==> config.mk <==
export PLATFORM = sky130hd
export DESIGN_NAME = con_unit_p
export DESIGN_NICKNAME = d
export VERILOG_FILES = /design/src/rtl/con_pkg.sv /design/src/rtl/con_eval.sv /design/src/rtl/con_unit_p.sv
export SDC_FILE = /design/constraint.sdc
export NUM_CORES = 1
export LEC_CHECK = 0
export CAP_MARGIN = 20
export CORE_ASPECT_RATIO = 0.8
export CORE_MARGIN = 3
export CORE_UTILIZATION = 30
export CTS_CLUSTER_SIZE = 16
export DETAILED_ROUTE_END_ITERATION = 8
export GPL_TIMING_DRIVEN = 0
export SLEW_MARGIN = 5
export SYNTH_ARGS = -nofsm -noshare
export SYNTH_HDL_FRONTEND = slang
export SYNTH_SLANG_ARGS = --single-unit
==> constraint.sdc <==
create_clock -name clk -period 4.2 [get_ports clk]
set_input_delay 0.42 -clock clk [delete_from_list [all_inputs] [get_ports clk]]
set_output_delay 0.42 -clock clk [all_outputs]
set_load 0.02 [all_outputs]
==> src/rtl/con_pkg.sv <==
// con_pkg: condition codes, FSM encoding and code classification shared by the CON unit.
package con_pkg;
    localparam logic [3:0] COND_ZR = 4'd0, COND_NZ = 4'd1, COND_PL = 4'd2, COND_MI = 4'd3,
                           COND_AL = 4'd4, COND_NV = 4'd5, COND_GE0 = 4'd6, COND_LE0 = 4'd7,
                           COND_EQ = 4'd8, COND_NE = 4'd9, COND_LT = 4'd10, COND_GE = 4'd11,
                           COND_LTU = 4'd12, COND_GEU = 4'd13;
    typedef enum logic {ST_IDLE = 1'b0, ST_WAIT_B = 1'b1} state_t;
    function automatic logic is_two_op(input logic [3:0] c);
        return c >= COND_EQ && c <= COND_GEU;
    endfunction
endpackage

==> src/rtl/con_eval.sv <==
// con_eval: combinational branch-condition evaluation of A (and B for compares).
module con_eval import con_pkg::*; #(
    parameter int WIDTH = 32,
    parameter int CW = 4
) (
    input  logic [CW-1:0]    cond,
    input  logic [WIDTH-1:0] a,
    input  logic [WIDTH-1:0] b,
    output logic             result,
    output logic             illegal
);
    logic [3:0] c;
    logic zero, neg, lts, ltu, raw;
    assign c = cond[3:0];
    assign zero = a == '0;
    assign neg = a[WIDTH-1];
    assign lts = $signed(a) < $signed(b);
    assign ltu = a < b;
    assign illegal = (|(cond >> 4)) || c > COND_GEU;
    always_comb begin
        raw = 1'b0;
        case (c)
            COND_ZR:  raw = zero;
            COND_NZ:  raw = !zero;
            COND_PL:  raw = !neg && !zero;
            COND_MI:  raw = neg;
            COND_AL:  raw = 1'b1;
            COND_NV:  raw = 1'b0;
            COND_GE0: raw = !neg;
            COND_LE0: raw = neg || zero;
            COND_EQ:  raw = a == b;
            COND_NE:  raw = a != b;
            COND_LT:  raw = lts;
            COND_GE:  raw = !lts;
            COND_LTU: raw = ltu;
            COND_GEU: raw = !ltu;
            default:  raw = 1'b0;
        endcase
    end
    assign result = raw && !illegal;
endmodule

==> src/rtl/con_unit_p.sv <==
// con_unit_p: registered CON flag; two-operand compares take A on con_in and B on a later opb_in.
module con_unit_p import con_pkg::*; #(
    parameter int WIDTH = 32,
    parameter int CW = 4
) (
    input  logic             clk,
    input  logic             clr,
    input  logic             flush,
    input  logic             con_in,
    input  logic             opb_in,
    input  logic [CW-1:0]    cond,
    input  logic [WIDTH-1:0] bus_in,
    output logic             con_out,
    output logic             con_valid,
    output logic             busy,
    output logic             err
);
    state_t state, state_nx;
    logic [WIDTH-1:0] opa;
    logic [CW-1:0] cond_q;
    logic use_q, result, illegal, two_op, fire, done, cap;
    logic out_nx, valid_nx, err_nx;
    // A fresh command always evaluates the live bus; only a completing compare uses the captured A.
    assign use_q = state == ST_WAIT_B && !con_in;
    con_eval #(.WIDTH(WIDTH), .CW(CW)) u_eval (
        .cond(use_q ? cond_q : cond),
        .a(use_q ? opa : bus_in),
        .b(bus_in),
        .result(result),
        .illegal(illegal)
    );
    assign two_op = !illegal && is_two_op(cond[3:0]);
    assign fire = !flush && con_in;
    assign done = !flush && !con_in && state == ST_WAIT_B && opb_in;
    assign cap = fire && two_op;
    assign busy = state == ST_WAIT_B;
    always_ff @(posedge clk or posedge clr)
        if (clr) state <= ST_IDLE;
        else state <= state_nx;
    always_comb begin
        state_nx = flush ? ST_IDLE : con_in ? (two_op ? ST_WAIT_B : ST_IDLE) : done ? ST_IDLE : state;
    end
    always_comb begin
        out_nx = flush ? 1'b0 : ((fire && !two_op) || done) ? result : con_out;
        valid_nx = flush ? 1'b0 : fire ? !two_op : done ? 1'b1 : con_valid;
        err_nx = flush ? 1'b0 : fire ? illegal : err;
    end
    always_ff @(posedge clk or posedge clr)
        if (clr) begin
            con_out <= 1'b0;
            con_valid <= 1'b0;
            err <= 1'b0;
            opa <= '0;
            cond_q <= '0;
        end else begin
            con_out <= out_nx;
            con_valid <= valid_nx;
            err <= err_nx;
            if (cap) begin
                opa <= bus_in;
                cond_q <= cond;
            end
        end
endmodule

==> results.json <==
{
  "clock_skew_ns": 0.00277,
  "endpoint_kind": "register",
  "path_delay_family": "compound AO/OA/AOI/OAI gates",
  "multi_input_area_sq_mm": 0.00192,
  "vias_per_cell": 5.14,
  "path_clk_slew_ns": 0.06,
  "hold_path_class": "in -> async",
  "fp-row-count": 32,
  "crit_fanout": 19,
  "crit_start": "con_in",
  "p_total_mw": 1.30,
  "outcome": "complete, no violations",
  "cts_made_buffers": 5,
  "drc": 0,
  "antenna_found_initial": 0,
  "fin_crit_sh_pct": 94.6,
  "setup_violations": 0,
  "finalMaxSlewViolations": 0,
  "htreeDepth": 2,
  "slew-limit-headroom_pct": 29.5,
  "ios": 45,
  "cts_tree": "built",
  "grt_max_degree": 26,
  "clockRootBuffer": "clkbuf_16",
  "powerDensity_mw_per_mm2": 329,
  "min_period_ns": 3.97,
  "vias": 2758,
  "layout_common_cells": "51 x nand2_1, 44 x clkdlybuf4s50_1, 40 x dfrtp_1, 35 x mux2_2, 34 x inv_1",
  "worstMarginPinSlew_ns": 1.05,
  "cp.depth": 15,
  "hold_viol": 0,
  "insertedDiodeCount": 0,
  "grt-ovfl-total": 0,
  "tns_ns": 0,
  "die_x_microns": 120,
  "die_area_sq_mm": 0.0117,
  "seq_area_sq_mm": 0.00100,
  "r2r_cells": 14,
  "p_leak_nw": 1.72,
  "netlist_top_cells_area": "dfrtp_1 32%, ha_1 13%, mux2_2 13%, nand2_1 6.1%, o21ai_0 5.3%",
  "gp_congestion": 0.867,
  "cp_cell_sequence": "clkdlybuf4s50_1 -> nor2b_1 -> buf_6 -> buf_6 -> clkbuf_1 -> o21ai_0 -> ha_1 -> a21o_1 -> a21o_1 -> a221o_1 -> a211o_1 -> a21oi_2 -> xnor2_1 -> a2111o_1 -> o2bb2ai_1",
  "cp.required_ns": 4.37,
  "core_area_sq_mm": 0.00989,
  "critPathKind": "in -> reg",
  "worstPathArrival_ns": 4.14,
  "synth_area_per_cell_sq_um": 8.93,
  "netlist-cell-type-count": 48,
  "drv_cap": 0,
  "synthArstFlopShare_pct": 100,
  "dr.pass1.iters": 4,
  "initial_core_util_pct": 31.5,
  "rsz0062_at_grt": "no",
  "hpwl_microns": 6770,
  "cts_hold_buf": 0,
  "cp-start-kind": "input port",
  "synth_largest_area_cell": "dfrtp_1",
  "peakVddDrop_mv": 0.154,
  "ys_seq_elements": 40,
  "r2r-start": "busy",
  "fillCellCount": 987,
  "ant_nets": 0,
  "yosysTopAreaCellShare_pct": 32.1,
  "port_buffers": 44,
  "die_h_microns": 97.2,
  "clock_latency_ns": 0.28,
  "cp_slowest_cell": "clkdlybuf4s50_1",
  "ys.flop_type": "dfrtp_1",
  "first_iter_violations": 95,
  "syn2layout_area_growth_pct": 26.3,
  "synth_edf_count": 0,
  "slowest_delay_ns": 0.54,
  "drive_above_1_share_pct": 16.0,
  "grt_pass1_vias": 2855,
  "clock.fmax_mhz": 252,
  "nNetsFinal": 473,
  "avgRoutedWirePerCell_microns": 15.6,
  "crit_buf_inv": 4,
  "final_common_cell": "nand2_1",
  "cts_max_path_buffers": 2,
  "drt_wl_total_microns": 8390,
  "netlist_instances": 349,
  "syn_nets": 422,
  "syn_area_sq_mm": 0.00312,
  "grt.total_usage_pct": 14.8,
  "yosysWarnings": 0,
  "cts.sinks": 40,
  "synth_seq_area_share_pct": 32.1,
  "grt_pass1_wl_microns": 13900
}
==> report_power, final <==
part | switching (mW) | internal (mW)
combinational | 0.145 | 0.166
clock | 0.150 | 0.313
sequential | 0.0620 | 0.461
==> cells in the mapped netlist (all sizes together), types with 7 or more instances <==
cell type  number
a21oi          14
clkbuf          9
dfrtp          40
ha             32
inv            35
mux2           35
nand2          51
nor2            7
nor4           14
o21ai          38
==> area by class of cell <==
type | count | area share, %
Buffer | 12 | 1.87
Inverter | 35 | 3.34
Sequential cell | 40 | 25.4
Clock buffer | 7 | 3.88
Timing Repair Buffer | 45 | 11.7
Tap cell | 136 | 4.32
Clock inverter | 1 | 0.763
Multi-Input combinational cell | 261 | 48.7
==> logic make-up (layout without fill, tap and decap cells) <==
family                   Yosys count  after routing  share of synthesized area, %
AO/OA/AOI/OAI                     82             82                          16.8
XOR/XNOR                           3              3                         0.843
adder cells (fa/ha/maj)           32             32                          12.8
buffers and inverters             48            100                          6.54
flip-flops                        40             40                          32.1
multiplexers                      39             39                          13.9
AND/OR/NAND/NOR                  105            105                          16.9
==> flip-flops by register name (all words and copies together), names as in the netlist <==
name,cells
busy,1
con_out,1
con_valid,1
cond_q,4
err,1
opa,32
==> repair_timing <==
| action | in CTS | in global routing |
|---|---|---|
| cloned | 0 | 0 |
| endpoints found under the setup margin | 1 | 1 |
| resized for setup | 0 | 9 |
| buffers inserted | 0 | 0 |
==> metrics by stage <==
stage / cell area [sq um] / util (%) / worst slack [ns] / std cells / hold WS (ns)
CTS: 3930 / 39.7 / 0.109 / 537 / 0.439
finish: 3940 / 39.8 / 0.228 / 537 / 0.426
detailed placement: 3750 / 37.9 / -0.666 / 530 / 0.504
global placement: 3730 / 37.7 / -0.679 / 529 / 0.495
floorplan: 3120 / - / 0.604 / 349 / 0.481
global route: 3940 / 39.8 / 0.0228 / 537 / 0.462
==> routing by layer <==
metal	vias up	GRT usage (%)	wire [microns]
li1	1371	-	-
met1	1318	20.3	4200
met2	57	23.6	3660
met3	12	3.61	394
met4	0	3.61	134
met5	-	0	0
==> worst paths after layout <==
path                       endpoint  slack (ns)
max                         con_out        0.23
min                         opa[11]        0.43
max reg2reg                 con_out        0.50
min reg2reg                 opa[16]        0.51
max in group asynchronous    opa[0]        3.31
min in group clk            opa[16]        0.51
==> worst reg2reg max path, delay by kind of cell, from the launching register on <==
| kind | cells | cell delay (ns) |
|---|---|---|
| DFF | 1 | 0.41 |
| adders and majority gates | 1 | 0.31 |
| AOI/OAI and AO/OA | 8 | 1.82 |
| xor gates and xnor gates | 1 | 0.11 |
| buffers and inverters | 3 | 0.76 |
| and+or+nand+nor | 1 | 0.18 |
Note: power is estimated with default switching activity, not from simulation.
